## src/rtl/mux_2_1_arb.sv

```systemverilog
// mux_2_1_arb: two-requester round-robin arbiter driving a shared 2:1 mux with bounded hold
module mux_2_1 (
  input  logic [1:0] in,
  input  logic       S,
  output logic       out
);
  assign out = in[S];
endmodule

module mux_2_1_arb #(
  parameter int MAX_HOLD = 4
) (
  input  logic       clk,
  input  logic       rst,
  input  logic [1:0] req,
  input  logic [1:0] in,
  output logic [1:0] gnt,
  output logic       S,
  output logic       out,
  output logic       out_valid
);
  localparam int CW = MAX_HOLD > 1 ? $clog2(MAX_HOLD) : 1;
  localparam logic [CW-1:0] LAST = CW'(MAX_HOLD - 1);
  typedef enum logic [1:0] {IDLE, G0, G1} state_t;
  state_t state, nxt;
  logic ptr, k, own, oth;
  logic [CW-1:0] hold_cnt;
  // next grant: idle picks sole requester or ptr; owner hands off on release or hold expiry
  always_comb begin
    k = state == G1;
    own = req[k];
    oth = req[~k];
    nxt = state;
    if (state == IDLE) nxt = req == 2'b00 ? IDLE : req == 2'b01 ? G0 : req == 2'b10 ? G1 : (ptr ? G1 : G0);
    else if (!own) nxt = oth ? (k ? G0 : G1) : IDLE;
    else if (oth && hold_cnt == LAST) nxt = k ? G0 : G1;
  end
  // state, hold counter (cleared on each new grant), pointer to the loser, select held while idle
  always_ff @(posedge clk) begin
    if (rst) begin
      state <= IDLE;
      ptr <= 1'b0;
      hold_cnt <= '0;
      S <= 1'b0;
    end else begin
      state <= nxt;
      hold_cnt <= (nxt == IDLE || nxt != state) ? '0 : hold_cnt == LAST ? hold_cnt : hold_cnt + 1'b1;
      if (state != IDLE && nxt != state) ptr <= ~k;
      if (nxt != IDLE) S <= nxt == G1;
    end
  end
  assign gnt = {state == G1, state == G0};
  assign out_valid = |gnt;
  mux_2_1 u_mux (.in(in), .S(S), .out(out));
endmodule
```

## config.mk

```make
export PLATFORM = sky130hd
export DESIGN_NAME = mux_2_1_arb
export DESIGN_NICKNAME = d
export VERILOG_FILES = /design/src/rtl/mux_2_1_arb.sv
export SDC_FILE = /design/constraint.sdc
export NUM_CORES = 1
export LEC_CHECK = 0
export CORE_AREA = 4 4 41 43
export CTS_BUF_LIST = sky130_fd_sc_hd__clkbuf_2 sky130_fd_sc_hd__clkbuf_4 sky130_fd_sc_hd__clkbuf_8
export CTS_CLUSTER_SIZE = 16
export DETAILED_ROUTE_END_ITERATION = 8
export DIE_AREA = 0 0 45 47
export PLACE_DENSITY = 0.66
export SLEW_MARGIN = 5
export SYNTH_ARGS = -nofsm -noshare
export SYNTH_HDL_FRONTEND = slang
export SYNTH_HIERARCHICAL = 1
export SYNTH_SLANG_ARGS = --single-unit
```

## constraint.sdc

```tcl
create_clock -name clk -period 2.7 [get_ports clk]
set_clock_uncertainty 0.05 [all_clocks]
set_input_delay 0.27 -clock clk [delete_from_list [all_inputs] [get_ports clk]]
set_output_delay 0.27 -clock clk [all_outputs]
set_load 0.05 [all_outputs]
```

==> impl_results.md <==
- Row count: 13
- Reg2reg end: ptr$_SDFFE_PP0P_
- # port buffers: 10
- Clk sink count: 6
- Register-to-register setup slack: 0.44 ns
- Worst Hold Class: flip-flop to flip-flop
- Syn nets: 75
- Global route overflow: 0
- Worst r2r src: state[0]$_SDFF_PP0_
- Placed Instance Area: 613 µm²
- Ant diodes: 0
- Hold_buf cts: 0
- Core Footprint: 0.00130 mm²
- WS Path Type: flip-flop to output port
- Layout cells sized above 1: 12.3%
- P&R area growth vs syn: 16.0%
- Mean Syn Cell Area: 8.43 µm²
- Die area: 0.00212 mm²
- First-pass DRT Iterations: 4
- Most common cell after layout, fill and taps aside: clkdlybuf4s50_1
- First-pass GRT wire length: 1840 µm
- CTS resizes: 0
- Final non-filler cell area: 636 µm²
- RSZ-0062 raised after global routing: false
- Initial antenna violation count: 0
- Post-Synthesis Cells: 65
- Period minus WS final: 2.36 ns
- Avg WL per Cell: 11.8 µm
- Fin crit share: 87.3%
- CTS buffer count: 3
- Largest net degree at the start of global routing: 15
- Max Freq: 0.424 GHz
- R2r worst-path depth: 7
- Hpwl dp: 792 µm
- Root Buffer: clkbuf_4
- Worst Path Required: 2.38 ns
- CTS tree: built
- Synth cell types: 29
- Setup TNS: 0 ns
- IR drop worst, VDD: 0.229 mV
- Part of the Yosys area used for sequential elements: 21.9%
- Vias per std cell: 5.57
- Final-layout fill cell count: 140
- Min Hold Slack: 0.488 ns
- CP Data Arrival Time: 2.04 ns
- Layout Nets: 85
- Vias in the first global route: 426
- Hold Path Cell Cnt: 2
- Critical Path Source Type: flip-flop
- DIE HEIGHT: 47 µm
- Synth Cell Area: 548 µm²
- Hold Path End: hold_cnt[1]$_SDFFE_PP0P_
- P_leak: 0.000241 µW
- WL final: 1040 µm
- Crit path capture type: output port
- GRT Overall Usage: 12.0%
- Worst-margin pin slew: 0.501 ns
- Slew Viols, Final: 0
- H-tree depth: 1
- Remaining DRCs: 0
- Crit-path max FO: 14
- Final setup fails: 0
- Synth warn: 6
- Max Cap Viol: 0
- Routed vias: 490
- Initial core utilization: 42.1%
- Gpl congestion: 0.812
- Startpoint of the worst hold path: hold_cnt[1]$_SDFFE_PP0P_
- CTS clock-pin slew for the worst setup and hold paths: 0.04 ns
- #FFs+latches synth: 6
- Status: complete, no violations
- PD cells: 520 mW/mm²
- Setup Buffers After CTS: 0
- Final ANT Viol Nets: 0
- Worst rel slew slack: 66.5%
- Commonest non-fill, non-tap cells in the layout: clkdlybuf4s50_1 (10), a21oi_1 (9), dfxtp_1 (6), nand2_1 (6)
- Endpoints failing hold: 0
- Later-pin clock latency in the skew report: 0.24 ns
- Die W: 45 µm
- I/O pin count: 11
- CTS Buffer Depth: 2
- Initial drt markers: 12
-- cell usage after synthesis --
cell	instances	area share [%]
buf_6	1	2.1
ha_1	4	9.1
buf_4	2	2.7
o211ai_1	2	2.7
mux2_4	1	2.7
inv_1	3	2.1
or4bb_1	1	2.1
a2111o_1	1	2.1
a31oi_1	1	1.1
o21ai_0	1	0.91
or3b_2	1	1.6
or2b_2	3	4.8
nand2_1	6	4.1
and3b_2	1	1.8
a21oi_1	9	8.2
nor3_1	2	1.8
or4b_1	1	1.8
mux2i_1	1	1.8
dfxtp_1	6	22
a311oi_1	1	1.6
xor2_1	1	1.6
clkbuf_8	2	5.0
nor4b_1	1	1.6
nor2_1	4	2.7
a211oi_1	2	2.7
nor2b_1	3	3.4
nand2b_1	2	2.3
a311o_1	1	1.8
o32ai_1	1	1.6
-- flip-flops by register name, indices dropped and copies added (netlist names) --
register  flops
S             1
hold_cnt      2
ptr           1
state         2
-- report_power, final --
part	total [µW]	switching (µW)	internal [µW]
clock	79.4	29.3	50.1
sequential	107	10.1	97.0
combinational	144	85.4	59.0
total	331	125	206
-- critical path: stages (launching register included) --
cell and delay [ns]:
dfxtp_1 0.36, inv_1 0.14, ha_1 0.42, clkdlybuf4s50_1 0.88
-- cells by family (layout without fill, tap and decap cells) --
kind of cell    Yosys count  in the layout  share of synthesized area (%)
compound gates           19             19                           22.8
fa+ha+maj                 4              4                           9.13
xor+xnor                  1              1                           1.60
mux                       2              2                           4.57
simple gates             25             25                           28.1
flops                     6              6                           21.9
buf+inv                   8             16                           11.9
-- worst max-delay path by stage --
stage	start	to	slack, ns	cells after the start
finish	state[0]$_SDFF_PP0_	gnt[1]	0.34	3
floorplan	state[0]$_SDFF_PP0_	ptr$_SDFFE_PP0P_	0.70	8
global placement	req[1]	ptr$_SDFFE_PP0P_	0.44	6
global route	state[0]$_SDFF_PP0_	gnt[1]	0.21	3
CTS	state[0]$_SDFF_PP0_	gnt[1]	0.32	3
detailed placement	state[0]$_SDFF_PP0_	ptr$_SDFFE_PP0P_	0.44	7
-- metrics by stage --
stage	cells	util (%)	total power [µW]	setup WS (ns)
3_5_place_dp	85	47.1	253	0.437
6_report	88	48.8	331	0.343
5_1_grt	88	48.8	354	0.209
2_1_floorplan	65	-	222	0.699
4_1_cts	88	48.8	336	0.318
3_3_place_gp	85	47.1	253	0.440
-- metal layers --
| metal | track usage [%] | routed length [µm] | up-vias |
|---|---|---|---|
| met1 | 16.7 | 497 | 229 |
| met4 | 3.51 | 0 | 0 |
| met5 | 0 | 0 | - |
| met2 | 16.9 | 495 | 11 |
| met3 | 4.60 | 46 | 0 |
| li1 | - | - | 250 |
-- layout make-up --
cell class / instances / area [µm²] / area share, %
Sequential cell: 6 / 120 / 18.9
Inverter: 3 / 11.3 / 1.77
Clock buffer: 3 / 22.5 / 3.54
Multi-Input combinational cell: 51 / 363 / 57.1
Timing Repair Buffer: 10 / 100 / 15.7
Tap cell: 15 / 18.8 / 2.95
Power figures use the tool's default switching activity.
==> RTL change 1, RTL diff (same flow settings) <==
Change the parameter `MAX_HOLD` from 4 to 8.
--- a/src/rtl/mux_2_1_arb.sv
+++ b/src/rtl/mux_2_1_arb.sv
@@ -9,5 +9,5 @@
 
 module mux_2_1_arb #(
-  parameter int MAX_HOLD = 4
+  parameter int MAX_HOLD = 8
 ) (
   input  logic       clk,
Function: changed (Yosys sat finds a counterexample within 10 cycles, from zero or initial values and one cycle with rst high).
==> RTL change 1 against the original RTL <==
- fmax is 1.4% lower
- sequential cell count is 1 higher
- largest cell class unchanged
- synthesized area is 2.5% higher
- cell area is 7.3% higher
- first-iteration DRC count is 33% lower
- setup slack worse by 34 ps
- routed wire length is 13% higher
- total power is 9.7% higher
==> RTL change 1: results (changes against the original RTL) <==
stage,metric,value,unit,change
detailed_routing,DRT Wirelength,1177,microns,+13%
setup_path,"critical path fanouts, max",13,,-1
clock_tree,quantity of gates resized following cts,0,,unchanged
detailed_routing,number of vias in the routed layout,495,,+1.0%
clock_tree,total clock buffers created by CTS,3,,unchanged
cells_and_area,final net count,87,,+2.4%
synth,proportion of netlist area held by the largest area contributor,24.94,%,+3.0 points
cells_and_area,Final Instance Count excl. Fillers,90,,+2.3%
power,"IR drop worst, VDD",0.2451,mV,+6.8%
clock_tree,clock transition time at the flip-flop clock pins of the worst setup and hold paths,50,ps,
synth,register area share after synthesis,24.94,%,+3.0 points
synth,Netlist cell types,35,,+21%
cells_and_area,largest registers,"hold_cnt x3, state x2",,
cells_and_area,share of final-layout standard cells stronger than drive strength 1,10.67,%,-1.7 points
cells_and_area,number of diodes,0,,unchanged
synth,Commonest cells post-synth,"dfxtp_1 (7), ha_1 (5), inv_1 (4), nand2_1 (4)",,
clock_tree,Setup Buffers After CTS,0,,unchanged
timing,slew of the pin with the lowest slew margin,583.5,ps,+83.00 ps
setup_path,critical path launch point,state[0],,
place,Post-Place Cells,86,,+1.2%
synth,post-synthesis average cell area,8.643,sq um,+2.5%
worst_hold_path,min-delay src,ptr,,
detailed_routing,First DRT Iteration DRCs,8,,-4
global_routing,first-pass GRT wire length,1966,microns,+7.1%
detailed_routing,TritonRoute pass-1 iters,3,,-1
power,Pleak,0.2712,nW,+12%
synth,leading post-synthesis cells by cell area,"dfxtp_1 (25%), ha_1 (11%), a211oi_1 (4.0%)",,
clock_tree,buffer levels on the longest clock path,2,,unchanged
worst_hold_path,Hold WC Path Type,flip-flop to flip-flop,,
place,placed wire-length estimate after detailed placement,887.2,microns,+12%
status,result of the run,finished clean,,
global_routing,number of global-route vias before repair,449,,+5.4%
global_routing,global-route usage over all layers,12.67,%,+0.71 points
cells_and_area,number of flip-flops under the largest register name,3,,
synth,total nets after synthesis,76,,+1.3%
synth,most common flop cell mapped by yosys,dfxtp_1,,
clock_tree,Worst-Skew Late Latency,250,ps,
place,number of port buffers,10,,unchanged
synth,Synthesis Warnings,6,,unchanged
place,last weighted congestion value of the routability-driven placer,0.7842,,-3.4%
global_routing,largest net degree at the start of global routing,14,,-1
global_routing,antenna violations before repair,0,,unchanged
==> RTL change 1: cell types whose count changed after synthesis, moves of 2 or more <==
| cell | before | now |
|---|---|---|
| inv_2 | 0 | 2 |
| buf_2 | 0 | 2 |
| nor2b_1 | 3 | 1 |
| nor2_1 | 4 | 1 |
| clkbuf_8 | 2 | 0 |
| a21oi_1 | 9 | 3 |
| or2b_2 | 3 | 0 |
| o21ai_1 | 0 | 2 |
| nand3b_1 | 0 | 2 |
| nand2_1 | 6 | 4 |
| o2111ai_1 | 0 | 2 |
==> RTL change 1: cell families after synthesis <==
kind of cell / Yosys count / synth area share [%]
fa+ha+maj: 5 / 11.14
mux: 3 / 6.235
buf+inv: 10 / 9.132
simple gates: 17 / 18.93
xor+xnor: 1 / 1.559
flops: 7 / 24.94
compound gates: 22 / 28.06
==> RTL change 1: worst max-delay path: stages (launching register included) <==
cell and delay (ps):
dfxtp_1 350, inv_1 180, ha_1 420, clkdlybuf4s50_1 880
==> RTL change 1: stage by stage <==
step | hold WS, ps | total power, mW | setup WS (ps) | instance area, sq um
detailed placement | 475.2 | 0.2583 | 495.7 | 651.9
global route | 516.2 | 0.3888 | 189.9 | 681.9
global placement | 470.6 | 0.2587 | 470.4 | 651.9
CTS | 489.2 | 0.3663 | 299.9 | 681.9
floorplan | 292.4 | 0.2233 | 774.8 | 561.8
finish | 493.2 | 0.3627 | 308.7 | 681.9
==> RTL change 1: metal layers <==
layer,vias up,share of wire (%),GRT usage (%)
met4,0,0,5.263
met1,217,54,18.76
met2,10,41,16.95
li1,268,-,-
met5,-,0,0
met3,0,4.2,3.448
==> RTL change 1: cell type report <==
type,instances,area (sq um)
flip-flops and latches,7,140.1
repair buffers,10,100.1
inverters,6,22.52
well taps,15,18.77
multi-input cells,48,370.4
clock buffers,4,30.03
fillers,127,619.3
==> RTL change 1: path summary, 6_finish.rpt <==
check	endpoint	slack (ps)	cells after the start
worst max-delay path	gnt[1]	310	3
worst min-delay path	ptr	490	1
worst max register to register	hold_cnt[1]	500	7
worst min register to register	ptr	490	1
==> RTL change 1: power by group <==
group          leakage (nW)  internal (mW)  total, mW  switching, mW
Clock                0.0184         0.0665      0.106         0.0391
Combinational         0.196         0.0536      0.136         0.0825
Sequential           0.0572          0.112      0.121        0.00939
Total                 0.271          0.232      0.363          0.131
==> RTL change 2, RTL diff (config.mk and constraints unchanged) <==
Without the edit above. Make the reset (`rst`) asynchronous in one clocked block.
--- a/src/rtl/mux_2_1_arb.sv
+++ b/src/rtl/mux_2_1_arb.sv
@@ -37,5 +37,5 @@
   end
   // state, hold counter (cleared on each new grant), pointer to the loser, select held while idle
-  always_ff @(posedge clk) begin
+  always_ff @(posedge clk or posedge rst) begin
     if (rst) begin
       state <= IDLE;
Behaviour: differs if rst is asserted again (counterexample within 4 cycles, from zero or initial values and one cycle with rst high); with rst held inactive, the same outputs for 10 cycles.
==> RTL change 2 against the original RTL <==
- count of clock-buffer cells in the layout is the same
- critical path depth is the same
- sequential cell count is the same
- hold slack lost 310 ps
- setup slack lost 32 ps
- via count shrank 5.5%
- cell area grew 4.7%
- routed wire length grew 4.1%
- synthesized area shrank 0.69%
- non-clock buffer count is the same
- cell count shrank 3.4%
- largest cell class unchanged
Power is not compared: it rests on default switching activity, and its combinational part moved more than twofold at a synthesized area within 25%.
==> RTL change 2: results (changes against the original RTL) <==
stage,metric,value,unit,change
place,last weighted congestion value of the routability-driven placer,0.8922,,+9.9%
global_routing,number of global-route vias before repair,418,,-1.9%
status,result of the run,finished clean,,
setup_path,endpoint arrival time on the critical path,2070,ps,+30 ps
synth,total nets after synthesis,70,,-6.7%
cells_and_area,share of final-layout standard cells stronger than drive strength 1,11.43,%,-0.90 points
cells_and_area,number of diodes,0,,unchanged
place,number of port buffers,10,,unchanged
synth,leading post-synthesis cells by cell area,"dfrtp_1 (28%), ha_1 (9.2%), inv_1 (4.1%)",,
detailed_routing,First DRT Iteration DRCs,9,,-3
worst_hold_path,Hold WC Path Type,input port to asynchronous set/reset pin,,
cells_and_area,largest registers,"hold_cnt x2, state x2",,
cells_and_area,final net count,82,,-3.5%
timing,worst slew slack as a fraction of its limit,66.70,%,+0.17 points
detailed_routing,average routed wire per standard cell,12.72,microns,+7.8%
synth,post-synthesis average cell area,9.071,sq um,+7.6%
timing,number of hold-slack violations in the final timing report,0,,unchanged
global_routing,largest net degree at the start of global routing,11,,-4
detailed_routing,Via-to-Cell Ratio,5.447,,-2.2%
synth,Commonest cells post-synth,"dfrtp_1 (6), inv_1 (6), ha_1 (4), nand2_1 (4)",,
setup_path,"critical path fanouts, max",10,,-4
place,pre-CTS setup slack,314.2,ps,-122.8 ps
timing,Final TNS setup,0,ps,unchanged
clock_tree,Worst-Skew Late Latency,250,ps,
detailed_routing,number of vias in the routed layout,463,,-5.5%
clock_tree,H-tree depth,1,,unchanged
power,Pleak,0.2961,nW,
global_routing,first-pass GRT wire length,1766,microns,-3.8%
synth,register area share after synthesis,27.59,%,+5.7 points
synth,Netlist cell types,32,,+10%
clock_tree,total clock buffers created by CTS,3,,unchanged
place,placed wire-length estimate after detailed placement,825.8,microns,+4.3%
synth,asr flop ratio synth,100.0,%,+100 points
place,total cell area at the placement stage,643.1,sq um,+4.9%
power,"IR drop worst, VDD",0.6930,mV,
setup_path,critical path launch point,state[0],,
place,Post-Place Cells,82,,-3.5%
global_routing,global-route usage over all layers,11.86,%,-0.093 points
synth,most common flop cell mapped by yosys,dfrtp_1,,
-- RTL change 2: cell count changes in the layout (fill, tap and decap cells not counted), sizes merged, moves of 3 or more --
cell / unedited run / this run
dfxtp: 6 / 0
dfrtp: 0 / 6
inv: 3 / 6
a21oi: 9 / 3
or2b: 3 / 0
-- RTL change 2: power by group --
group          leakage (nW)  internal (mW)  switching [mW]  total (mW)
combinational         0.208          0.255           0.365       0.619
clock                0.0138         0.0502          0.0311      0.0812
sequential           0.0744          0.127          0.0520       0.179
-- RTL change 2: cell families (layout without fill, tap and decap cells) --
group | count (synthesis) | after routing | synth area share, %
xor+xnor | 1 | 1 | 1.609
flops | 6 | 6 | 27.59
fa+ha+maj | 4 | 4 | 9.196
compound gates | 17 | 17 | 25.29
mux | 3 | 3 | 6.436
buf+inv | 9 | 19 | 7.814
simple gates | 20 | 20 | 22.07
-- RTL change 2: area by class of cell --
type,instances,area [sq um]
inverter,6,22.52
clock buffer,3,22.52
fill,134,635.6
multi-input combinational,45,351.6
timing repair buffer,10,100.1
tap,15,18.77
sequential,6,150.1
-- RTL change 2: worst paths after layout --
path                       slack (ps)     endpoint  cells after the start
min in group clk                  520  hold_cnt[1]                      2
hold reg to reg                   520  hold_cnt[1]                      2
setup reg to reg                  330  hold_cnt[1]                      7
setup / recovery                  310       gnt[1]                      3
max in group asynchronous        2230     state[0]                      2
hold / removal                    180     state[1]                      2
-- RTL change 2: critical path, stage by stage (launching register included) --
cell,delay (ps)
dfrtp_1,460
inv_1,160
ha_1,350
clkdlybuf4s50_1,860
-- RTL change 2: per-layer routing --
layer | global-route usage [%] | part of all wire (%) | vias to the layer above
li1 | - | - | 237
met1 | 15.35 | 49 | 214
met2 | 18.36 | 45 | 10
met3 | 2.299 | 4.7 | 2
met4 | 7.018 | 1.3 | 0
met5 | 0 | 0 | -
